[src/rtl/mcu_pkg.sv]
// Shared constants and state encoding for the multi-cycle MCU control path.
// Latency: none (declarations only).
// Backpressure: n/a.
package mcu_pkg;

   // Opcode map (IR[15:12]); 0x0-0x7 are R-type, 0xD/0xE are illegal
   localparam logic [3:0] OP_ADDI = 4'h8;
   localparam logic [3:0] OP_LW   = 4'h9;
   localparam logic [3:0] OP_SW   = 4'hA;
   localparam logic [3:0] OP_BEQ  = 4'hB;
   localparam logic [3:0] OP_JMP  = 4'hC;
   localparam logic [3:0] OP_HALT = 4'hF;

   localparam logic [2:0] ALU_ADD = 3'b000;
   localparam logic [2:0] ALU_SUB = 3'b001;

   localparam logic [1:0] PC_SRC_INC = 2'b00;
   localparam logic [1:0] PC_SRC_BR  = 2'b01;
   localparam logic [1:0] PC_SRC_JMP = 2'b10;

   typedef enum logic [3:0] {
      ST_FETCH    = 4'd0,
      ST_DECODE   = 4'd1,
      ST_EXEC_R   = 4'd2,
      ST_EXEC_I   = 4'd3,
      ST_MEM_ADDR = 4'd4,
      ST_MEM_RD   = 4'd5,
      ST_MEM_WR   = 4'd6,
      ST_WB_ALU   = 4'd7,
      ST_WB_MEM   = 4'd8,
      ST_BRANCH   = 4'd9,
      ST_JUMP     = 4'd10,
      ST_HALT     = 4'd11,
      ST_ERROR    = 4'd12
   } state_t;

   // R-type opcodes occupy the lower half of the opcode space
   function automatic logic is_rtype(input logic [3:0] op);
      return ~op[3];
   endfunction

endpackage

[src/rtl/mcu_mem_wait_timer.sv]
// Counts data-memory wait cycles and flags a timeout at WAIT_LIMIT.
// Latency: timeout is combinational on the cycle the limit is reached.
// Backpressure: none; mem_ready on the limit cycle suppresses timeout.
module mcu_mem_wait_timer #(
   parameter int WAIT_LIMIT = 15
) (
   input  logic clk,
   input  logic clear,
   input  logic restart,
   input  logic active,
   input  logic mem_ready,
   output logic timeout
);

   localparam int CW = (WAIT_LIMIT < 2) ? 1 : $clog2(WAIT_LIMIT + 1);

   logic [CW-1:0] cnt;

   // Counter restarts on wait-state entry and counts cycles without mem_ready (saturating)
   always_ff @(posedge clk) begin
      if (clear || restart) begin
         cnt <= '0;
      end else if (active && !mem_ready && (cnt != '1)) begin
         cnt <= cnt + CW'(1);
      end
   end

   // This cycle would be the WAIT_LIMIT-th unanswered one; WAIT_LIMIT=0 never times out
   assign timeout = (WAIT_LIMIT != 0) && active && !mem_ready && (int'(cnt) == WAIT_LIMIT - 1);

endmodule

[src/rtl/mcu_multi_cycle_ctrl.sv]
// Moore sequencer driving the shared MCU datapath across fetch/decode/exec/mem/wb steps.
// Latency: R/ADDI 4, SW 4+waits, LW 5+waits, BEQ/JMP 3, illegal 2 cycles.
// Backpressure: stalls in MEM_RD/MEM_WR until mem_ready, ERROR after WAIT_LIMIT waits.
module mcu_multi_cycle_ctrl
   import mcu_pkg::*;
#(
   parameter int OPC_W      = 4,
   parameter int CNT_W      = 16,
   parameter int WAIT_LIMIT = 15
) (
   input  logic             clk,
   input  logic             clear,
   input  logic [OPC_W-1:0] opcode,
   input  logic             zero_flag,
   input  logic             mem_ready,
   output logic             pc_write,
   output logic [1:0]       pc_src,
   output logic             ir_write,
   output logic             reg_dst,
   output logic             alu_src,
   output logic [2:0]       alu_op,
   output logic             mem_read,
   output logic             mem_write,
   output logic             mem_to_reg,
   output logic             reg_write,
   output logic             halted,
   output logic             error,
   output logic [CNT_W-1:0] retired,
   output logic [3:0]       state
);

   state_t     st;
   logic [3:0] op;
   logic       timeout;
   logic       retire;
   logic       in_wait;

   assign op      = opcode[OPC_W-1:OPC_W-4];
   assign state   = st;
   assign in_wait = (st == ST_MEM_RD) || (st == ST_MEM_WR);

   // An instruction completes when leaving any of its final states
   assign retire = (st == ST_WB_ALU) || (st == ST_WB_MEM) || (st == ST_BRANCH) ||
                   (st == ST_JUMP) || ((st == ST_MEM_WR) && mem_ready);

   mcu_mem_wait_timer #(.WAIT_LIMIT(WAIT_LIMIT)) u_wait_timer (
      .clk       (clk),
      .clear     (clear),
      .restart   (st == ST_MEM_ADDR),
      .active    (in_wait),
      .mem_ready (mem_ready),
      .timeout   (timeout)
   );

   // State sequencing and saturating retired-instruction count
   always_ff @(posedge clk) begin
      if (clear) begin
         st      <= ST_FETCH;
         retired <= '0;
      end else begin
         case (st)
            ST_FETCH:  st <= ST_DECODE;
            ST_DECODE: begin
               if (is_rtype(op)) begin
                  st <= ST_EXEC_R;
               end else begin
                  case (op)
                     OP_ADDI:      st <= ST_EXEC_I;
                     OP_LW, OP_SW: st <= ST_MEM_ADDR;
                     OP_BEQ:       st <= ST_BRANCH;
                     OP_JMP:       st <= ST_JUMP;
                     OP_HALT:      st <= ST_HALT;
                     default:      st <= ST_FETCH;
                  endcase
               end
            end
            ST_EXEC_R, ST_EXEC_I: st <= ST_WB_ALU;
            ST_MEM_ADDR: st <= (op == OP_LW) ? ST_MEM_RD : ST_MEM_WR;
            ST_MEM_RD: begin
               if (mem_ready)    st <= ST_WB_MEM;
               else if (timeout) st <= ST_ERROR;
            end
            ST_MEM_WR: begin
               if (mem_ready)    st <= ST_FETCH;
               else if (timeout) st <= ST_ERROR;
            end
            ST_WB_ALU, ST_WB_MEM, ST_BRANCH, ST_JUMP: st <= ST_FETCH;
            ST_HALT, ST_ERROR: st <= st;
            default: st <= ST_FETCH;
         endcase
         if (retire && (retired != '1)) begin
            retired <= retired + CNT_W'(1);
         end
      end
   end

   // Control decode from state and opcode; clear kills every strobe in the same cycle
   always_comb begin
      pc_write   = 1'b0;
      pc_src     = PC_SRC_INC;
      ir_write   = 1'b0;
      reg_dst    = 1'b0;
      alu_src    = 1'b0;
      alu_op     = ALU_ADD;
      mem_read   = 1'b0;
      mem_write  = 1'b0;
      mem_to_reg = 1'b0;
      reg_write  = 1'b0;
      case (st)
         ST_FETCH: begin
            ir_write = 1'b1;
            pc_write = 1'b1;
         end
         ST_EXEC_R: alu_op = op[2:0];
         ST_EXEC_I: alu_src = 1'b1;
         ST_WB_ALU: begin
            reg_write = 1'b1;
            reg_dst   = is_rtype(op);
            alu_src   = (op == OP_ADDI);
            alu_op    = is_rtype(op) ? op[2:0] : ALU_ADD;
         end
         ST_MEM_ADDR: alu_src = 1'b1;
         ST_MEM_RD: begin
            alu_src  = 1'b1;
            mem_read = 1'b1;
         end
         ST_MEM_WR: begin
            alu_src   = 1'b1;
            mem_write = 1'b1;
         end
         ST_WB_MEM: begin
            reg_write  = 1'b1;
            mem_to_reg = 1'b1;
         end
         ST_BRANCH: begin
            alu_op   = ALU_SUB;
            pc_src   = PC_SRC_BR;
            pc_write = zero_flag;
         end
         ST_JUMP: begin
            pc_src   = PC_SRC_JMP;
            pc_write = 1'b1;
         end
         default: ;
      endcase
      if (clear) begin
         pc_write   = 1'b0;
         pc_src     = PC_SRC_INC;
         ir_write   = 1'b0;
         reg_dst    = 1'b0;
         alu_src    = 1'b0;
         alu_op     = ALU_ADD;
         mem_read   = 1'b0;
         mem_write  = 1'b0;
         mem_to_reg = 1'b0;
         reg_write  = 1'b0;
      end
   end

   assign halted = (st == ST_HALT) || (st == ST_ERROR);
   assign error  = (st == ST_ERROR);

endmodule

[config.mk]
export PLATFORM = sky130hd
export DESIGN_NAME = mcu_multi_cycle_ctrl
export DESIGN_NICKNAME = d
export VERILOG_FILES = /design/src/rtl/mcu_pkg.sv /design/src/rtl/mcu_mem_wait_timer.sv /design/src/rtl/mcu_multi_cycle_ctrl.sv
export SDC_FILE = /design/constraint.sdc
export NUM_CORES = 1
export LEC_CHECK = 0
export ABC_AREA = 1
export CAP_MARGIN = 25
export CORE_ASPECT_RATIO = 2
export CORE_MARGIN = 4
export CORE_UTILIZATION = 35
export CTS_CLUSTER_DIAMETER = 100
export CTS_CLUSTER_SIZE = 30
export DETAILED_ROUTE_END_ITERATION = 12
export PLACE_DENSITY_LB_ADDON = 0.1
export SYNTH_ARGS = -nofsm -noshare
export SYNTH_HDL_FRONTEND = slang
export SYNTH_SLANG_ARGS = --single-unit
export TNS_END_PERCENT = 20
[constraint.sdc]
create_clock -name clk -period 3.3 [get_ports clk]
set_clock_uncertainty 0.15 [all_clocks]
set_input_delay 0.66 -clock clk [delete_from_list [all_inputs] [get_ports clk]]
set_output_delay 0.66 -clock clk [all_outputs]
set_load 0.02 [all_outputs]
Word level (Yosys, flattened, before mapping)
Cells that the tools add are included.

cells by class
  bitwise operators = 1
  reductions and logical operators = 20
  add/sub/neg operators = 2
  muxes and demuxes = 28
  equal/unequal tests = 21

operators with widths
  operator                                                          number
  4-bit == test (second input constant)                             11
  4-bit one-hot mux with 7 select lines                             1
  4-bit one-hot mux with 5 select lines                             1
  16-bit by 1-bit adder with 16-bit output (second input constant)  1
  4-bit by 3-bit == test with 1-bit output (second input constant)  4
  4-bit two-way mux                                                 4
  16-bit inequality test (second input constant)                    1
  1-bit two-way mux                                                 14
  4-bit by 2-bit == test with 1-bit output (second input constant)  3
  2-bit OR reduction                                                5
  3-bit one-hot mux with 3 select lines                             1
  1-bit logical OR                                                  7
  3-bit two-way mux                                                 2
  1-bit logical AND                                                 5
  4-bit by 1-bit adder with 4-bit output (second input constant)    1
  4-bit by 1-bit == test with 1-bit output (second input constant)  1
  4-bit logical NOT                                                 1
  2-bit two-way mux                                                 2
  4-bit inequality test (second input constant)                     1
  1-bit one-hot mux with 2 select lines                             2
  2-bit one-hot mux with 2 select lines                             1
  4-bit OR reduction                                                1
  1-bit logical NOT                                                 1
  1-bit NOT                                                         1

storage, ports and cells
  input bits = 8
  logic and storage cells = 75
  bits in registers = 24
  output and inout bits = 35

Longest topological paths before layout
  word-level depth = 7
  depth in mapped cells = 10
  gate-level depth less buffers = 10

Cells and area by module
From an unflattened synthesis, not the netlist that was laid out.

second synthesis, totals
  cells, all modules = 291
  area total of the unflattened synthesis = 1773.0 um^2

by module, submodules not included
  module                seq. area each (um^2)  instances  area an instance (um^2)  cells each
  mcu_multi_cycle_ctrl  400.4                  1          1541.5                   257
  mcu_mem_wait_timer    80.1                   1          231.5                    34

Worst setup path after synthesis
OpenSTA, ideal clock, no wires.

  path type = reg-to-output
  start point = reg st[3], in the netlist state[3]
  end point = out halted
  cell stages (with the launch flop) = 5
  buffers on the path = 0
  setup slack = 1002 ps
  required time = 2490 ps
  data arrival time = 1488 ps
  cell sequence = dfxtp_1 inv_2 nor3_1 nor2_1 inv_1

on the way
  longest elaborated chain between the ends = 2
  elaborated cells on any way between the ends = 3
  classes of those cells = eq/ne: 2; reduce/logical: 1

ends and longest elaborated chain
  item                    line                         source
  start, declared         mcu_multi_cycle_ctrl.sv:32   state_t st;
  start signal, assigned  mcu_multi_cycle_ctrl.sv:78   ST_MEM_ADDR: st <= (op == OP_LW) ? ST_MEM_RD : ST_MEM_WR;
  start signal, assigned  mcu_multi_cycle_ctrl.sv:88   ST_HALT, ST_ERROR: st <= st;
  4-bit == test           -
  net error               mcu_multi_cycle_ctrl.sv:27   output logic error,
  1-bit logical OR        mcu_multi_cycle_ctrl.sv:160  assign halted = (st == ST_HALT) || (st == ST_ERROR);
  end, declared           mcu_multi_cycle_ctrl.sv:26   output logic halted,

The timed path passes the listed nets, and every way through them passes these cells.

Worst setup path after layout
  start point = in opcode[3]
  end point = out alu_src

on the way
  longest elaborated chain between the ends = 3

ends and longest elaborated chain
  item                                   line                         source
  start, declared                        mcu_multi_cycle_ctrl.sv:13   input logic [OPC_W-1:0] opcode,
  4-bit == test                          mcu_multi_cycle_ctrl.sv:119  alu_src = (op == OP_ADDI);
  1-bit one-hot mux with 2 select lines  mcu_multi_cycle_ctrl.sv:109  case (st)
  1-bit two-way mux                      mcu_multi_cycle_ctrl.sv:146  if (clear) begin
  end, declared                          mcu_multi_cycle_ctrl.sv:20   output logic alu_src,

No other way between the ends.

==> impl_metrics.ini <==
[logic_synthesis]
synth.distinct_cells = 30
synth_fp_nets = 298
synth_top_area_share_pct = 26.48
synth_most_common_cell = nand2_1
synth_mux_area_share_pct = 0
yosys_warnings = 0
synthArstFlopShare_pct = 0
synth_seq_cells = 24
synth_fa_ha_area_share_pct = 2.069
synth_common_cells = nand2_1, nor2_1, inv_1
synth_top_family_by_area = simple AND/OR/NAND/NOR gates
syn_area_mm2 = 0.001814
ys_top_cells_by_area = dfxtp_1, nand2_1, nor2_1
yosys.area_share.simple_pct = 47.17
synth-xor-area-share_pct = 3.862
synth-compound-area-share_pct = 11.03
synth_top_area_cell = dfxtp_1
synth_ff_type = dfxtp_1
ys_seq_area_share_pct = 26.48
avgSynthCellArea_um2 = 6.321
postSynthCellCount = 287
synth_edf_count = 0

[placement]
place_congestion = 0.9529
io_buffer_count = 42
dp.cells = 386
hpwl_um = 4180
placed_area_mm2 = 0.002305

[timing]
drv_slew = 0
rsz0062_at_grt = no
setup_viol = 0
max_slew_margin_pct = 77.57
min_period_over_period_pct = 93.62
tns_ns = 0
min_period_ns = 3.090
tightest_slew_ns = 0.3352
hold_violations = 0
fmax_ghz = 0.3237

[power_and_ir_drop]
p_sw_w = 0.0004557
p_leak_nw = 0.9408
internal_power_w = 0.0006591
p_per_area_mw_per_mm2 = 469.2
seq_power_share_pct = 32.2
ir_worst_vdd_mv = 0.2650
p_sw_share_pct = 40.88
p_comb_share_pct = 43.9
power.share.clock_pct = 23.9

[final_layout]
drive_gt1_share_pct = 14.11
fin_area_mm2 = 0.002376
final_nets = 345
nFillCells = 538
n_antenna_cell = 0
syn_to_final_growth_pct = 30.97
fin_cells = 390

[worst_hold_path]
holdPathEnd = u_wait_timer.cnt[0]
hold_depth = 2
hold_class = flip-flop to flip-flop
hp-start = u_wait_timer.cnt[0]

[global_route]
globalRouteOverflowTotal = 0
antenna_found_initial = 0
grt_pass1_wl_um = 8825
grt_max_degree = 16
grt_pass1_vias = 2002
track_usage_pct = 17.54

[routing]
ant_nets = 0
drt-vias-per-instance = 5.100
drt-initial-drc-count = 75
wirelength_um = 5155
first_pass_iters = 4
num_vias = 1989
wl_per_cell_um = 13.22
drc = 0

[worst_setup_path]
cp_max_fo = 5
cp.required_ns = 2.49
crit_type = input port to primary output
cp-start-kind = input port
reg2reg_slack_ns = 1.24
reg2reg_from = retired[0]
timing.rr.end = retired[1]
ff2ff_path_depth = 8
cp.arrival_ns = 2.28
end_kind = primary output

[outcome]
status = complete, no violations

[cts]
cts_setup_buffers = 0
h-tree-depth = 1
cts.sinks = 24
clk_latency_ns = 0.27
cts_tree = yes
ctsHoldBuffers = 0
clk_pin_slew_ns = 0.09
clk_path_buf_depth = 2
cts_buffers = 3
cts_resized = 0
root_buffer = clkbuf_8

[floorplan]
fp.dieH_um = 109.8
num_rows = 36
initial_core_util_pct = 36.62
pin_count = 43
core_area_mm2 = 0.004955
die_w_um = 58.91
die_area_mm2 = 0.006470

[run]
maxCapViolations = 0
-- cell families (layout without fill, tap and decap cells) --
kind of cell,after synthesis,in the layout
fa+ha+maj,3,3
flops,24,24
simple gates,181,181
buf+inv,41,87
compound gates,30,30
xor+xnor,8,8
-- per-layer routing --
| layer | GRT usage, % | part of all wire, % | wire length [um] | vias up |
|---|---|---|---|---|
| met1 | 16.89 | 37 | 1906 | 899 |
| met5 | 0 | 0 | 0 | - |
| met2 | 32.91 | 54 | 2798 | 56 |
| met3 | 2.585 | 3.2 | 164 | 21 |
| met4 | 11.35 | 5.5 | 285 | 0 |
| li1 | - | - | - | 1013 |
-- cells in the final DEF, fill, tap and decap left out --
| master | n |
|---|---|
| nor3_1 | 6 |
| o21ai_0 | 6 |
| nor2_2 | 6 |
| or2_0 | 1 |
| nand2_2 | 13 |
| a21oi_1 | 8 |
| inv_2 | 5 |
| nand4_1 | 7 |
| and2_1 | 1 |
| clkbuf_8 | 3 |
| nand3_1 | 30 |
| o211ai_1 | 2 |
| buf_4 | 4 |
| o2111ai_1 | 1 |
| xor2_1 | 6 |
| bufinv_16 | 1 |
| nand4_4 | 1 |
| nor2_4 | 2 |
| inv_1 | 32 |
| nand2_4 | 1 |
| ha_1 | 3 |
| a21oi_2 | 10 |
| o22ai_1 | 1 |
| nand2_1 | 69 |
| nand3b_1 | 2 |
| a31oi_1 | 2 |
| xnor2_1 | 2 |
| nor2_1 | 41 |
| clkdlybuf4s50_1 | 42 |
| dfxtp_1 | 24 |
| nand3_4 | 1 |
-- per-stage QoR --
step	hold slack (ns)	util (%)	power (W)	worst slack, ns
finish	0.3561	47.95	0.001115	0.2104
global route	0.3876	47.95	0.001181	0.08284
CTS	0.3584	47.95	0.001123	0.2224
detailed placement	0.3445	46.52	0.0008552	0.2402
global placement	0.3397	46.52	0.0008622	0.2560
floorplan	0.3195	-	0.0006770	1.002
-- worst max-delay path by stage --
stage              start  slack (ns)   endpoint
2_1_floorplan   state[3]        1.00     halted
3_3_place_gp   opcode[3]        0.26  alu_op[0]
3_5_place_dp   opcode[3]        0.24    alu_src
4_1_cts        opcode[3]        0.22    alu_src
5_1_grt         state[3]        0.08  alu_op[0]
6_report       opcode[3]        0.21    alu_src
-- sequential cells by signal (all words and copies together), names as in the netlist --
register / flops
retired: 16
state: 4
u_wait_timer.cnt: 4
-- critical path, cell delays in order --
cell and delay [ns]:
clkdlybuf4s50_1 0.55, inv_1 0.08, nor2_1 0.14, nand3_1 0.09
a31oi_1 0.14, clkdlybuf4s50_1 0.62
-- power by group through the flow --
stage	registers, W	logic [W]	clock network (W)
2_1_floorplan	0.000384	0.000293	0
3_3_place_gp	0.000366	0.000496	0
3_5_place_dp	0.000364	0.000491	0
4_1_cts	0.000359	0.000493	0.000271
5_1_grt	0.000364	0.000538	0.000279
6_report	0.000359	0.000490	0.000266
-- area by class of cell --
cell class / instances / area (um^2) / area share (%)
tap: 57 / 71.32 / 3.002
clock buffer: 3 / 41.29 / 1.738
multi-input combinational: 222 / 1164 / 48.97
inverter: 37 / 138.9 / 5.845
sequential: 24 / 480.5 / 20.22
timing repair buffer: 46 / 450.4 / 18.96
clock inverter: 1 / 30.03 / 1.264
Note: power is estimated with default switching activity, not from simulation.
